File: config.mk
export PLATFORM = sky130hd
export DESIGN_NAME = uart_msg_streamer
export DESIGN_NICKNAME = d
export VERILOG_FILES = /design/src/rtl/uart_msg_streamer.sv
export SDC_FILE = /design/constraint.sdc
export NUM_CORES = 1
export LEC_CHECK = 0
export BUFFER_PORTS_ARGS = -buffer_cell sky130_fd_sc_hd__buf_2
export CAP_MARGIN = 20
export CELL_PAD_IN_SITES_DETAIL_PLACEMENT = 2
export CELL_PAD_IN_SITES_GLOBAL_PLACEMENT = 2
export CORE_ASPECT_RATIO = 1.75
export CORE_MARGIN = 1.5
export CORE_UTILIZATION = 45
export CTS_BUF_LIST = sky130_fd_sc_hd__clkbuf_4 sky130_fd_sc_hd__clkbuf_8
export CTS_CLUSTER_SIZE = 25
export DETAILED_ROUTE_END_ITERATION = 10
export PLACE_DENSITY_LB_ADDON = 0.1
export SLEW_MARGIN = 25
export SYNTH_ARGS = -nofsm -noshare
export SYNTH_HDL_FRONTEND = slang
export SYNTH_SLANG_ARGS = --single-unit
File: constraint.sdc
create_clock -name clk -period 2.8 [get_ports clk]
set_clock_uncertainty 0.05 [all_clocks]
set_input_delay 0.56 -clock clk [delete_from_list [all_inputs] [get_ports clk]]
set_output_delay 0.56 -clock clk [all_outputs]
set_load 0.05 [all_outputs]
File: src/rtl/uart_msg_streamer.sv
// Programmable message buffer streamed out over a UART line with clock-enable baud ticks.
// Define UART_PARITY_EN to insert an even-parity bit after the data bits (8E1 framing).
module uart_msg_streamer #(
  parameter int CLK_DIV   = 1250,
  parameter int MSG_DEPTH = 16,
  parameter int STOP_BITS = 1,
  parameter int GAP_BITS  = 0,
  parameter int NULL_TERM = 1
) (
  input  logic                         clk,
  input  logic                         rst_n,
  input  logic                         wr_en,
  input  logic [$clog2(MSG_DEPTH)-1:0] wr_addr,
  input  logic [7:0]                   wr_data,
  input  logic [$clog2(MSG_DEPTH):0]   msg_len,
  input  logic                         start,
  input  logic                         repeat_en,
  input  logic                         stop_req,
  output logic                         tx,
  output logic                         busy,
  output logic                         byte_done,
  output logic                         msg_done,
  output logic [$clog2(MSG_DEPTH)-1:0] char_idx
);

  localparam int            AW      = $clog2(MSG_DEPTH);
  localparam int            CW      = $clog2(CLK_DIV);
  localparam logic [CW-1:0] CNT_MAX = CW'(CLK_DIV - 1);
  localparam logic [AW:0]   DEPTH_L = (AW + 1)'(MSG_DEPTH);

  typedef enum logic [2:0] {
    IDLE, LOAD, START, DATA, PARITY, STOP, GAP, FIN
  } state_t;

  state_t        state;
  logic [CW-1:0] cnt;
  logic [3:0]    bit_cnt;
  logic [7:0]    shreg;
  logic [AW:0]   len_q;
  logic          rep_q;
  logic          stop_pend;
  logic          null_hit;

  logic [7:0]    mem [MSG_DEPTH];
  logic [7:0]    cur_byte;
  logic          tick;
  logic          last_idx;
  logic          stop_now;

  always_ff @(posedge clk) begin
    if (wr_en) mem[wr_addr] <= wr_data;
  end

  always_comb begin
    cur_byte = mem[char_idx];
    tick     = (cnt == CNT_MAX);
    last_idx = (({1'b0, char_idx} + (AW + 1)'(1)) == len_q);
    stop_now = stop_pend | stop_req;
  end

  always_ff @(posedge clk) begin
    if (!rst_n) begin
      state     <= IDLE;
      cnt       <= '0;
      bit_cnt   <= '0;
      shreg     <= '0;
      len_q     <= '0;
      rep_q     <= 1'b0;
      stop_pend <= 1'b0;
      null_hit  <= 1'b0;
      tx        <= 1'b1;
      busy      <= 1'b0;
      byte_done <= 1'b0;
      msg_done  <= 1'b0;
      char_idx  <= '0;
    end else begin
      byte_done <= 1'b0;
      msg_done  <= 1'b0;

      // The baud counter only runs during bit states so LOAD/FIN cost one cycle each
      // and every bit lasts exactly CLK_DIV cycles.
      if (state inside {START, DATA, PARITY, STOP, GAP})
        cnt <= tick ? '0 : cnt + 1'b1;
      else
        cnt <= '0;

      if (state != IDLE && stop_req) stop_pend <= 1'b1;

      case (state)
        IDLE: begin
          stop_pend <= 1'b0;
          tx        <= 1'b1;
          if (start && msg_len != '0) begin
            len_q    <= (msg_len > DEPTH_L) ? DEPTH_L : msg_len;
            rep_q    <= repeat_en;
            char_idx <= '0;
            busy     <= 1'b1;
            state    <= LOAD;
          end
        end

        LOAD: begin
          shreg   <= cur_byte;
          bit_cnt <= '0;
          if (NULL_TERM != 0 && cur_byte == 8'h00) begin
            null_hit <= 1'b1;
            state    <= FIN;
          end else begin
            null_hit <= 1'b0;
            tx       <= 1'b0;
            state    <= START;
          end
        end

        START: begin
          if (tick) begin
            tx      <= shreg[0];
            bit_cnt <= '0;
            state   <= DATA;
          end
        end

        DATA: begin
          if (tick) begin
            if (bit_cnt == 4'd7) begin
              bit_cnt <= '0;
`ifdef UART_PARITY_EN
              tx    <= ^shreg;
              state <= PARITY;
`else
              tx    <= 1'b1;
              state <= STOP;
`endif
            end else begin
              bit_cnt <= bit_cnt + 1'b1;
              tx      <= shreg[bit_cnt[2:0] + 3'd1];
            end
          end
        end

        PARITY: begin
          if (tick) begin
            tx      <= 1'b1;
            bit_cnt <= '0;
            state   <= STOP;
          end
        end

        STOP: begin
          if (tick) begin
            if (int'(bit_cnt) >= STOP_BITS - 1) begin
              byte_done <= 1'b1;
              bit_cnt   <= '0;
              state     <= (GAP_BITS == 0) ? FIN : GAP;
            end else begin
              bit_cnt <= bit_cnt + 1'b1;
            end
          end
        end

        GAP: begin
          if (tick) begin
            if (int'(bit_cnt) >= GAP_BITS - 1) state <= FIN;
            else                               bit_cnt <= bit_cnt + 1'b1;
          end
        end

        FIN: begin
          if (null_hit || last_idx) begin
            msg_done <= 1'b1;
            if (rep_q && !stop_now) begin
              char_idx <= '0;
              state    <= LOAD;
            end else begin
              busy  <= 1'b0;
              state <= IDLE;
            end
          end else if (stop_now) begin
            busy  <= 1'b0;
            state <= IDLE;
          end else begin
            char_idx <= char_idx + 1'b1;
            state    <= LOAD;
          end
        end

        default: state <= IDLE;
      endcase
    end
  end

endmodule
After elaboration in Yosys (flattened, before gate mapping). Memories as Yosys holds them, arrays and structs flattened. A register that Yosys moved wholly into a read port is not among the register bits. Cells that the tools add are included.

Register bits: 42. RAM bits: 128. Output and inout bits: 8. Memories: 1.

Memories: mem (depth 16, bits a word 8, rd ports 1, clocked after memory_dff 1, wr ports 1, RTL line 44) `logic [7:0] mem [MSG_DEPTH];`.

Add/sub/neg operators: 5. $lt $le $gt $ge: 2. Eq/ne operators: 22. Muxes and demuxes: 41. Bitwise logic cells: 3. Reduce and logical (&&, ||, !) cells: 25.

Operator list (number): $mux W4 (9); $mux W3 (8); $pmux W3 S7 (1); $mux W1 (17); $reduce_bool A5 Y1 (3); $eq A3 B3 Y1 const B (4); $ne A3 B3 Y1 const B (4); $pmux W4 S3 (1); $add A11 B1 Y11 const B (1); $eq A11 B11 Y1 const B (1); $ne A2 B2 Y1 const B (5); $add A4 B1 Y4 const B (2); $logic_not A8 Y1 (1); $pmux W4 S2 (1); $reduce_and A4 Y1 (2); $eq A3 B2 Y1 const B (2); $ne A2 B1 Y1 const B (3); $reduce_and A2 Y1 (3); $reduce_and A6 Y1 (1); $reduce_bool A3 Y1 (2); $reduce_or A3 Y1 (2); $add A4 B1 Y5 const B (1); $eq A5 B5 Y1 (1); $gt A5 B5 Y1 const B (1); 18 further kinds (22).

Logic depth before layout (Yosys ltp).
Depth in word-level cells: 8. Mapped depth: 10.

Worst setup path before layout. OpenSTA, ideal clock, no wires.

Path kind: register to register. Start: register char_idx[0]. End: register with a tool-made name. Arrival time: 2.246 ns. Setup slack: 0.386 ns. Stages on the path, launching flop included: 9. Clock period less this slack: 2.414 ns. Path through: dfxtp_1 -> ha_1 -> nor2_1 -> a211oi_1 -> o31ai_1 -> a41oi_1 -> o21ai_0 -> o21a_1 -> a31o_2.

RTL lines: start, declared (RTL line 23) `output logic [$clog2(MSG_DEPTH)-1:0] char_idx`; start signal, assigned (RTL line 182) `char_idx <= char_idx + 1'b1;`.

==> results.yml <==
status:
  status: "finished, final reports clean"
critical_path:
  path_class: "register to register"
  r2r_end: "state[2]$_SDFFE_PN0P_"
  critPathRequiredTime_ns: 3.11
  rr_worst_depth: 9
  r2r_setup_slack_ns: 0.19
  cp_max_fo: 11
  crit_path_end_kind: "register"
  crit_arrival_ns: 2.92
  cp-start-kind: "register"
final_layout:
  nets: 588
  diodes: 0
  final_area_sq_mm: 0.00826
  nFillCells: 1489
  area_growth_pct: 13.7
  drive_gt1_share_pct: 23.9
yosys:
  syn_area_sq_mm: 0.00727
  synth_seq_area_share_pct: 65.6
  yosys.area.top_type_share_pct: 52.9
  synthCells: 499
  ys_warn_count: 0
  async_flop_share_pct: 0
  syn_area_per_cell_sq_um: 14.6
  yosysMostFrequentCell: "edfxtp_1"
  synth_edf_count: 128
  synth_commonest_cells: "edfxtp_1, dfxtp_1, nor2_1"
  yosysTopAreaCell: "edfxtp_1"
  ys_seq_elements: 174
  ys_top_cells_by_area: "edfxtp_1, dfxtp_1, mux4_2"
  synthesis.nets: 526
  synthFlopType: "edfxtp_1"
  synth.distinct_cells: 61
clock_tree:
  clk_pin_slew_ns: 0.10
  cts_buffers: 17
  clk_path_buf_depth: 2
  clock_latency_ns: 0.47
  cts_tree: "done"
  cts-root-buf: "clkbuf_8"
  h-tree-depth: 4
  cts_hold_buffers: 0
  clock-sinks: 174
detailed_routing:
  vias: 4454
  detail-route-antenna-nets: 0
  drt_pass1_iterations: 4
  viasPerCell: 5.84
  drc_errors: 0
  wl_per_cell_um: 24.3
  drt-initial-drc-count: 187
  routed_wl_um: 18500
pwr:
  total_power_mw: 4.83
  ir_drop_v: 0.000450
  power_leakage_nw: 2.75
  cellPowerDensity_mw_per_mm2: 585
floorplanning:
  rows: 61
  die_w_um: 99.1
  die_area_sq_mm: 0.0169
  fp.coreArea_sq_mm: 0.0159
  initial_core_util_pct: 45.8
  io_pins: 31
  chipHeight_um: 171
timing:
  rsz0062_at_grt: "no"
  fmax_mhz: 383
  drv_slew: 0
  tns_ns: 0
  fin_crit_ns: 2.61
  whs_ns: 0.287
  layout_setup_ws_ns: 0.190
  worstMarginPinSlew_ns: 0.576
  hold_viol: 0
  final-setup-viol-count: 0
  period_share_pct: 93.2
  relSlewSlack_pct: 61.5
global_route:
  grt_pass1_vias: 4910
  grt_max_degree: 29
  antenna_found_initial: 0
  grt_pass1_wl_um: 28700
  grt_overflow_total: 0
  grt_usage_pct: 23.4
worst_hold_path:
  min_to: "rep_q$_SDFFE_PN0P_"
  hold-path-cell-count: 3
  hold_start: "repeat_en"
  hold_class: "input port to register"
place:
  io_buffers: 30
  post-place-ws_ns: 0.0913
  dp_hpwl_um: 13000
  postPlaceCellArea_sq_mm: 0.00778
  place_congestion: 0.760
flow_run:
  maxCapViolations: 0
[layer usage]
metal,wire length (um),global-route usage (%),up-vias
met5,0,0,-
met4,474,8.70,0
met3,413,4.04,26
met2,10700,45.4,90
met1,6980,25.1,2295
li1,-,-,2043
[where the power goes]
part	internal (mW)	switching, mW
sequential	2.82	0.0399
clock	0.659	1.04
combinational	0.0956	0.171
total	3.58	1.26
[worst max-delay path, stage by stage (launching register included)]
cell and delay [ns]:
dfxtp_4 0.41, buf_12 0.16, buf_4 0.14, mux4_2 0.52
nor3_1 0.36, o22ai_1 0.23, nor4_4 0.18, buf_4 0.18
nor2_2 0.04, nor4b_2 0.24
[area by class of cell]
cell class | count | area [sq um] | area share, %
sequential | 174 | 4770 | 57.8
clock buffer | 17 | 234 | 2.83
multi-input combinational | 296 | 2380 | 28.8
tap | 189 | 236 | 2.86
timing repair buffer | 67 | 470 | 5.70
clock inverter | 15 | 146 | 1.77
inverter | 5 | 18.8 | 0.227
[placed cells by master, fill, tap and decap left out, types with 6 or more instances in the layout]
cell | Yosys | final
edfxtp_1 | 128 | 128
dfxtp_1 | 46 | 44
nor2_1 | 41 | 41
buf_4 | 1 | 34
buf_2 | 3 | 30
nand2_1 | 29 | 29
mux4_2 | 20 | 20
clkbuf_8 | 0 | 17
nand3_1 | 15 | 15
mux2i_1 | 17 | 15
nor2b_1 | 14 | 14
nor3_1 | 12 | 12
a21oi_1 | 12 | 12
o21ai_0 | 10 | 10
a21boi_0 | 10 | 10
xor2_1 | 9 | 9
and2_1 | 8 | 8
a221oi_1 | 8 | 8
mux4_1 | 6 | 6
[state kept, by name, summed over array words and instances, names as in the netlist, named ones only]
signal and cells:
rep_q 1, msg_done 1, null_hit 1, bit_cnt 4, shreg 8, stop_pend 1
byte_done 1, len_q 5, busy 1, char_idx 4, mem 128, state 3
tx 1, cnt 11
[stage by stage]
stage | util (%) | instances
floorplan | - | 499
global placement | 49.0 | 725
detailed placement | 49.0 | 725
CTS | 51.5 | 758
global route | 52.0 | 763
finish | 52.0 | 763
[worst max path at each step]
stage / end / slack [ns]
detailed placement: state[2]$_SDFFE_PN0P_ / 0.09
CTS: state[2]$_SDFFE_PN0P_ / 0.006
floorplan: register / 0.39
global placement: state[2]$_SDFFE_PN0P_ / 0.22
finish: state[2]$_SDFFE_PN0P_ / 0.19
global route: state[2]$_SDFFE_PN0P_ / 0.02
[kinds of logic (layout without fill, tap and decap cells)]
kind of cell | Yosys count | count (layout) | synth area share, %
buffers and inverters | 29 | 104 | 2.03
muxes | 43 | 43 | 10.7
adders and majority gates | 4 | 4 | 0.689
and+or+nand+nor | 163 | 163 | 12.1
xor gates and xnor gates | 14 | 14 | 1.69
AOI/OAI and AO/OA | 72 | 72 | 7.23
DFF | 174 | 174 | 65.6
[what timing repair did]
action | CTS | global route
endpoints found under the hold margin | 0 | 0
cloned | 0 | 1
pin swaps | 1 | 1
buffers inserted | 1 | 4
resized for setup | 1 | 6
endpoints found under the setup margin | 3 | 4
(Power assumes the default switching activity.)
